### src/rtl/rx_phy_pkg.sv
// Shared RX PHY definitions: deskew controller states, symbol codes, default skew limit.
package rx_phy_pkg;

  typedef enum logic [2:0] {
    IDLE,
    WAIT_LOCK,
    WINDOW,
    CATCH,
    ALIGNED,
    FLUSH,
    FAIL
  } rx_state_e;

  localparam logic [7:0] COM = 8'hBC;
  localparam logic [7:0] SKP = 8'h1C;

  localparam int unsigned DEF_MAX_SKEW = 4;

endpackage

### src/rtl/rx_skew_checker.sv
// Tracks which lanes have delivered COM since arming and decides pass/fail
// against the allowed lane-to-lane skew.
module rx_skew_checker
  import rx_phy_pkg::*;
#(
  parameter int unsigned NUM_LANES = 2,
  parameter int unsigned MAX_SKEW  = DEF_MAX_SKEW
) (
  input  logic                 clk,
  input  logic                 reset,
  input  logic                 arm,
  input  logic [NUM_LANES-1:0] com_seen,
  output logic                 pass_c,
  output logic                 fail_c
);

  localparam int unsigned SKEW_W = $clog2(MAX_SKEW + 1);

  logic [NUM_LANES-1:0] seen_mask;
  logic [NUM_LANES-1:0] mask_now;
  logic [SKEW_W-1:0]    skew_cnt;

  // Current cycle's pulses count toward the pass decision immediately.
  assign mask_now = seen_mask | com_seen;
  assign pass_c   = arm && (&mask_now) && (skew_cnt < SKEW_W'(MAX_SKEW));
  assign fail_c   = arm && (skew_cnt == SKEW_W'(MAX_SKEW));

  // Accumulate COM arrivals and age the window from the first one; disarm clears.
  always_ff @(posedge clk) begin
    if (reset || !arm) begin
      seen_mask <= '0;
      skew_cnt  <= '0;
    end else begin
      seen_mask <= mask_now;
      if ((|mask_now) && (skew_cnt != SKEW_W'(MAX_SKEW))) begin
        skew_cnt <= skew_cnt + SKEW_W'(1);
      end
    end
  end

endmodule

### src/rtl/rx_deskew_ctrl.sv
// RX deskew sequencer: waits for TS lock on all lanes, runs the skew window,
// catches COM on every lane, and flushes/retries until aligned or failed.
module rx_deskew_ctrl
  import rx_phy_pkg::*;
#(
  parameter int unsigned NUM_LANES    = 2,
  parameter int unsigned MAX_SKEW     = DEF_MAX_SKEW,
  parameter int unsigned RETRY_MAX    = 3,
  parameter int unsigned FLUSH_CYCLES = 2
) (
  input  logic                 clk,
  input  logic                 reset,
  input  logic                 enable,
  input  logic [NUM_LANES-1:0] ts_obtained,
  input  logic [NUM_LANES-1:0] com_seen,
  input  logic [NUM_LANES-1:0] fifo_not_empty,
  output logic                 deskew_en,
  output logic                 fifo_flush,
  output logic                 lanes_aligned,
  output logic                 align_fail,
  output logic [1:0]           retry_cnt,
  output logic [2:0]           window_cnt
);

  localparam int unsigned FLUSH_W = (FLUSH_CYCLES > 1) ? $clog2(FLUSH_CYCLES) : 1;

  rx_state_e          state;
  rx_state_e          state_nxt;
  logic [FLUSH_W-1:0] flush_cnt;
  logic               ts_all;
  logic               chk_pass;
  logic               chk_fail;
  logic               unused_fne;

  assign ts_all = &ts_obtained;

  // FIFO occupancy is not needed for sequencing; kept on the interface for the lane logic.
  assign unused_fne = ^fifo_not_empty;

  rx_skew_checker #(
    .NUM_LANES (NUM_LANES),
    .MAX_SKEW  (MAX_SKEW)
  ) u_skew_checker (
    .clk      (clk),
    .reset    (reset),
    .arm      (state == CATCH),
    .com_seen (com_seen),
    .pass_c   (chk_pass),
    .fail_c   (chk_fail)
  );

  // Next-state selection; enable low overrides everything but reset.
  always_comb begin
    state_nxt = state;
    if (!enable) begin
      state_nxt = IDLE;
    end else begin
      case (state)
        IDLE:      state_nxt = WAIT_LOCK;
        WAIT_LOCK: if (ts_all) state_nxt = WINDOW;
        WINDOW: begin
          if (!ts_all)                             state_nxt = WAIT_LOCK;
          else if (window_cnt == 3'(MAX_SKEW))     state_nxt = CATCH;
        end
        CATCH: begin
          if (!ts_all)       state_nxt = FLUSH;
          else if (chk_pass) state_nxt = ALIGNED;
          else if (chk_fail) state_nxt = FLUSH;
        end
        ALIGNED:   if (!ts_all) state_nxt = FLUSH;
        FLUSH: begin
          if (flush_cnt == FLUSH_W'(FLUSH_CYCLES - 1)) begin
            state_nxt = (retry_cnt == 2'(RETRY_MAX)) ? FAIL : WAIT_LOCK;
          end
        end
        FAIL:      state_nxt = FAIL;
        default:   state_nxt = IDLE;
      endcase
    end
  end

  // State, counters and registered Moore outputs (decoded from the state being entered).
  always_ff @(posedge clk) begin
    if (reset) begin
      state         <= IDLE;
      window_cnt    <= 3'd1;
      retry_cnt     <= 2'd0;
      flush_cnt     <= '0;
      deskew_en     <= 1'b0;
      fifo_flush    <= 1'b0;
      lanes_aligned <= 1'b0;
      align_fail    <= 1'b0;
    end else begin
      state         <= state_nxt;
      deskew_en     <= (state_nxt == CATCH) || (state_nxt == ALIGNED);
      lanes_aligned <= (state_nxt == ALIGNED);
      align_fail    <= (state_nxt == FAIL);
      // One-cycle flush on an enable drop also drains whatever was caught.
      fifo_flush    <= (state_nxt == FLUSH) ||
                       (!enable && ((state == CATCH) || (state == ALIGNED)));

      if ((state == WINDOW) && (state_nxt == WINDOW)) begin
        window_cnt <= window_cnt + 3'd1;
      end else if ((state_nxt != CATCH) && (state_nxt != ALIGNED)) begin
        window_cnt <= 3'd1;
      end

      if (state_nxt == IDLE) begin
        retry_cnt <= 2'd0;
      end else if ((state == CATCH) && (state_nxt == ALIGNED)) begin
        retry_cnt <= 2'd0;
      end else if ((state == CATCH) && (state_nxt == FLUSH) && ts_all &&
                   (retry_cnt != 2'd3)) begin
        retry_cnt <= retry_cnt + 2'd1;
      end

      if ((state == FLUSH) && (state_nxt == FLUSH)) begin
        flush_cnt <= flush_cnt + FLUSH_W'(1);
      end else begin
        flush_cnt <= '0;
      end
    end
  end

endmodule

### config.mk
export PLATFORM = sky130hd
export DESIGN_NAME = rx_deskew_ctrl
export DESIGN_NICKNAME = d
export VERILOG_FILES = /design/src/rtl/rx_phy_pkg.sv /design/src/rtl/rx_skew_checker.sv /design/src/rtl/rx_deskew_ctrl.sv
export SDC_FILE = /design/constraint.sdc
export NUM_CORES = 1
export LEC_CHECK = 0
export BUFFER_PORTS_ARGS = -buffer_cell sky130_fd_sc_hd__buf_2
export CORE_ASPECT_RATIO = 1.4
export CORE_UTILIZATION = 50
export DETAILED_ROUTE_END_ITERATION = 10
export GPL_ROUTABILITY_DRIVEN = 0
export PLACE_DENSITY_LB_ADDON = 0.3
export SETUP_SLACK_MARGIN = 0.5
export SYNTH_ARGS = -nofsm -noshare
export SYNTH_HDL_FRONTEND = slang
export SYNTH_HIERARCHICAL = 1
export SYNTH_SLANG_ARGS = --single-unit
### constraint.sdc
create_clock -name clk -period 3.17 [get_ports clk]
set_clock_uncertainty 0.2 [all_clocks]
set_input_delay 0.634 -clock clk [delete_from_list [all_inputs] [get_ports clk]]
set_output_delay 0.634 -clock clk [all_outputs]
set_load 0.02 [all_outputs]
==> run_summary.xml <==
<?xml version="1.0" encoding="UTF-8"?>
<metrics>
  <group name="sta">
    <metric name="grt_setup_unrepaired" unit="">no</metric>
    <metric name="timing.final.setup_violations" unit="">0</metric>
    <metric name="tns" unit="ns">0</metric>
    <metric name="number_of_hold_violations_in_the_final_report" unit="">0</metric>
    <metric name="clock.fmax" unit="MHz">399.3</metric>
    <metric name="fin_crit_share" unit="%">79.01</metric>
    <metric name="period_minus_slack" unit="ns">2.505</metric>
    <metric name="drv_slew" unit="">0</metric>
    <metric name="slew_of_the_pin_with_the_lowest_slew_margin" unit="ns">0.4011</metric>
    <metric name="slew_headroom" unit="%">73.06</metric>
    <metric name="hold-worst-slack" unit="ns">0.3332</metric>
  </group>
  <group name="cells_and_area">
    <metric name="nets" unit="">137</metric>
    <metric name="combined_area_of_the_multi_input_logic_cells" unit="um2">598.1</metric>
    <metric name="ff_latch_area" unit="um2">361.6</metric>
    <metric name="layout-drive-gt1-share" unit="%">34.71</metric>
    <metric name="finish.cell_count_without_fillers" unit="">141</metric>
    <metric name="antennaDiodeCount" unit="">0</metric>
    <metric name="filler_cell_count" unit="">165</metric>
    <metric name="area.growth.synth_to_final" unit="%">11.93</metric>
  </group>
  <group name="setup_path">
    <metric name="reg2regPathDepth" unit="">8</metric>
    <metric name="critical_path_maximum_fanout" unit="">5</metric>
    <metric name="worst_path_max_delay_cell" unit="">dfxtp_1</metric>
    <metric name="crit_chain" unit="">inv_1, ha_1, and3_2, o311ai_0, o211ai_1, and3_1, o21bai_4, a221o_1</metric>
    <metric name="r2r-start" unit="">u_skew_checker/skew_cnt[0]</metric>
    <metric name="cp_top_family" unit="">compound AO/OA/AOI/OAI gates</metric>
    <metric name="r2r_setup_slack" unit="ns">0.67</metric>
    <metric name="worst_path_largest_cell_delay" unit="ns">0.39</metric>
    <metric name="start_kind" unit="">flop</metric>
    <metric name="critPathCapture" unit="">window_cnt[2]</metric>
    <metric name="timing_worst_setup_path_type" unit="">reg2reg</metric>
    <metric name="critical_path_required" unit="ns">3.16</metric>
    <metric name="crit_arrival" unit="ns">2.49</metric>
    <metric name="worst_setup_sp" unit="">u_skew_checker/skew_cnt[0]</metric>
    <metric name="worstReg2RegEnd" unit="">window_cnt[2]</metric>
    <metric name="critical_path_cell_count" unit="">8</metric>
    <metric name="crit_buf_inv" unit="">1</metric>
    <metric name="end_kind" unit="">flop</metric>
  </group>
  <group name="yosys">
    <metric name="ys_seq_area_share" unit="%">35.78</metric>
    <metric name="share_of_flip_flops_with_an_asynchronous_set_or_reset_after_synthesis" unit="%">0</metric>
    <metric name="yosys_warnings" unit="">6</metric>
    <metric name="netlist_top_cells_area" unit="">dfxtp_1 (36%), ha_1 (6.2%), nor2_1 (3.7%)</metric>
    <metric name="synth.cells.most_frequent" unit="">dfxtp_1 (18), nor2_1 (10), inv_1 (7)</metric>
    <metric name="yosysUniqueCellTypes" unit="">50</metric>
    <metric name="synth_cells" unit="">103</metric>
    <metric name="synth-main-ff-cell" unit="">dfxtp_1</metric>
    <metric name="synth_most_common_cell" unit="">dfxtp_1</metric>
    <metric name="syn-num-nets" unit="">117</metric>
    <metric name="synth_enable_flop_cells" unit="">0</metric>
    <metric name="postSynthRegisterBits" unit="">18</metric>
    <metric name="netlist.top_cell.by_area" unit="">dfxtp_1</metric>
    <metric name="post_synthesis_average_cell_area" unit="um2">9.779</metric>
    <metric name="mappedNetlistArea" unit="mm2">0.001007</metric>
    <metric name="synth_top_area_share" unit="%">35.78</metric>
  </group>
  <group name="floorplanning">
    <metric name="die_h" unit="um">55.11</metric>
    <metric name="io_pins" unit="">18</metric>
    <metric name="design.core.area" unit="mm2">0.001824</metric>
    <metric name="die_w" unit="um">39.93</metric>
    <metric name="initial_core_util" unit="%">55.21</metric>
    <metric name="dieArea" unit="mm2">0.002200</metric>
    <metric name="row_count" unit="">18</metric>
  </group>
  <group name="global_routing">
    <metric name="overflow" unit="">0</metric>
    <metric name="track_usage" unit="%">22.60</metric>
    <metric name="initial_antenna_violation_count" unit="">0</metric>
    <metric name="grt_start_max_net_pins" unit="">11</metric>
    <metric name="grt_first_pass_wirelength" unit="um">3298</metric>
    <metric name="grt_pass1_vias" unit="">831</metric>
  </group>
  <group name="hold_path">
    <metric name="holdCritPathClass" unit="">reg2reg</metric>
  </group>
  <group name="route">
    <metric name="drt_pass1_iterations" unit="">2</metric>
    <metric name="final_antenna_net_count" unit="">0</metric>
    <metric name="post-route-drc-count" unit="">0</metric>
    <metric name="detail_route.wl_per_cell" unit="um">15.00</metric>
    <metric name="drt_wl_total" unit="um">2115</metric>
    <metric name="drt_first_iter_violations" unit="">6</metric>
    <metric name="drt-vias-per-instance" unit="">5.851</metric>
    <metric name="dr_total_vias" unit="">825</metric>
  </group>
  <group name="clock_tree">
    <metric name="worstSkewPairLatency" unit="ns">0.30</metric>
    <metric name="cts_tree" unit="">built</metric>
    <metric name="cts.path.max_buffers" unit="">2</metric>
    <metric name="clock-sinks" unit="">18</metric>
    <metric name="cts-htree-levels" unit="">1</metric>
    <metric name="cts_root_buf" unit="">clkbuf_4</metric>
    <metric name="cts_buffers" unit="">3</metric>
    <metric name="postCtsHoldBufs" unit="">0</metric>
    <metric name="clkSlewWorstSetupHoldPaths" unit="ns">0.10</metric>
  </group>
  <group name="power_and_ir_drop">
    <metric name="vdd_drop_max" unit="mV">0.2106</metric>
    <metric name="static-leakage-power" unit="nW">0.4639</metric>
    <metric name="power_density" unit="mW/mm2">329.6</metric>
  </group>
  <group name="job">
    <metric name="max_cap_viol_count" unit="">0</metric>
  </group>
  <group name="placed_design">
    <metric name="hpwl" unit="um">1540</metric>
    <metric name="post-place-cells" unit="">138</metric>
    <metric name="io_buffers" unit="">15</metric>
  </group>
  <group name="status">
    <metric name="outcome" unit="">complete, no violations</metric>
  </group>
</metrics>
==> tightest hold or removal path, cell delays in order (launching register included) <==
cell      delay (ns)
dfxtp_1         0.34
o211ai_1        0.09
o31ai_1         0.07
==> per-layer routing <==
metal / part of all wire, % / wire length, um / GRT usage (%)
met4: 3.9 / 82 / 17.24
met5: 0 / 0 / 0
met1: 41 / 874 / 20.65
met2: 51 / 1089 / 41.67
met3: 3.2 / 68 / 4.000
==> stage by stage <==
step                power [mW]  cell area [um2]  setup WS [ns]  util [%]
global route            0.3889             1127         0.5501     61.80
global placement        0.2601             1097         0.3344     60.15
detailed placement      0.2607             1097         0.3084     60.15
finish                  0.3716             1127         0.6653     61.80
CTS                     0.3709             1126         0.5778     61.73
floorplan               0.2509             1007         0.6784         -
==> cell type report <==
class,instances,share of cell area (%)
timing repair buffer,17,7.991
sequential,18,32.08
clock buffer,3,1.998
inverter,8,2.664
tap,20,2.220
multi-input combinational,75,53.05
==> sequential cells by signal (all words and copies together) (netlist names), 2 cells and up <==
| register | flops |
|---|---|
| state | 3 |
| u_skew_checker/skew_cnt | 3 |
| window_cnt | 3 |
| retry_cnt | 2 |
| u_skew_checker/seen_mask | 2 |
==> cell families after synthesis <==
kind of cell,share of synthesized area [%]
buffers and inverters,5.466
and+or+nand+nor,28.70
xor gates and xnor gates,0.8697
DFF,35.78
muxes,1.988
AOI/OAI and AO/OA,21.00
adders and majority gates,6.211
==> timing repair <==
action | 4_1_cts | 5_1_grt
cloned | 0 | 0
gates resized for setup | 1 | 1
buffers inserted | 0 | 0
endpoints found under the setup margin | 5 | 5
==> worst min path at each step <==
stage	startpoint	end	slack, ns	depth (start not counted)
3_3_place_gp	u_skew_checker/skew_cnt[0]	u_skew_checker/skew_cnt[0]	0.29	2
5_1_grt	window_cnt[0]	window_cnt[0]	0.37	2
3_5_place_dp	window_cnt[1]	window_cnt[1]	0.33	1
6_report	u_skew_checker/skew_cnt[1]	u_skew_checker/skew_cnt[1]	0.33	2
2_1_floorplan	u_skew_checker/skew_cnt[0]	u_skew_checker/skew_cnt[0]	0.28	2
4_1_cts	u_skew_checker/skew_cnt[1]	u_skew_checker/skew_cnt[1]	0.34	2
==> where the power goes <==
part           leakage (nW)  switching, mW  internal (mW)
Combinational         0.304         0.0171         0.0114
Clock                0.0138         0.0707         0.0443
Sequential            0.146       0.000907          0.227
==> layout by cell type, fill, tap and decap left out, drive strengths merged, types with 3 or more instances in the layout <==
cell / instances
nor2: 10
a21oi: 5
ha: 5
buf: 17
and2: 3
o21ai: 3
inv: 8
nand2: 5
clkbuf: 3
dfxtp: 18
nand2b: 4
Power figures use the tool's default switching activity.
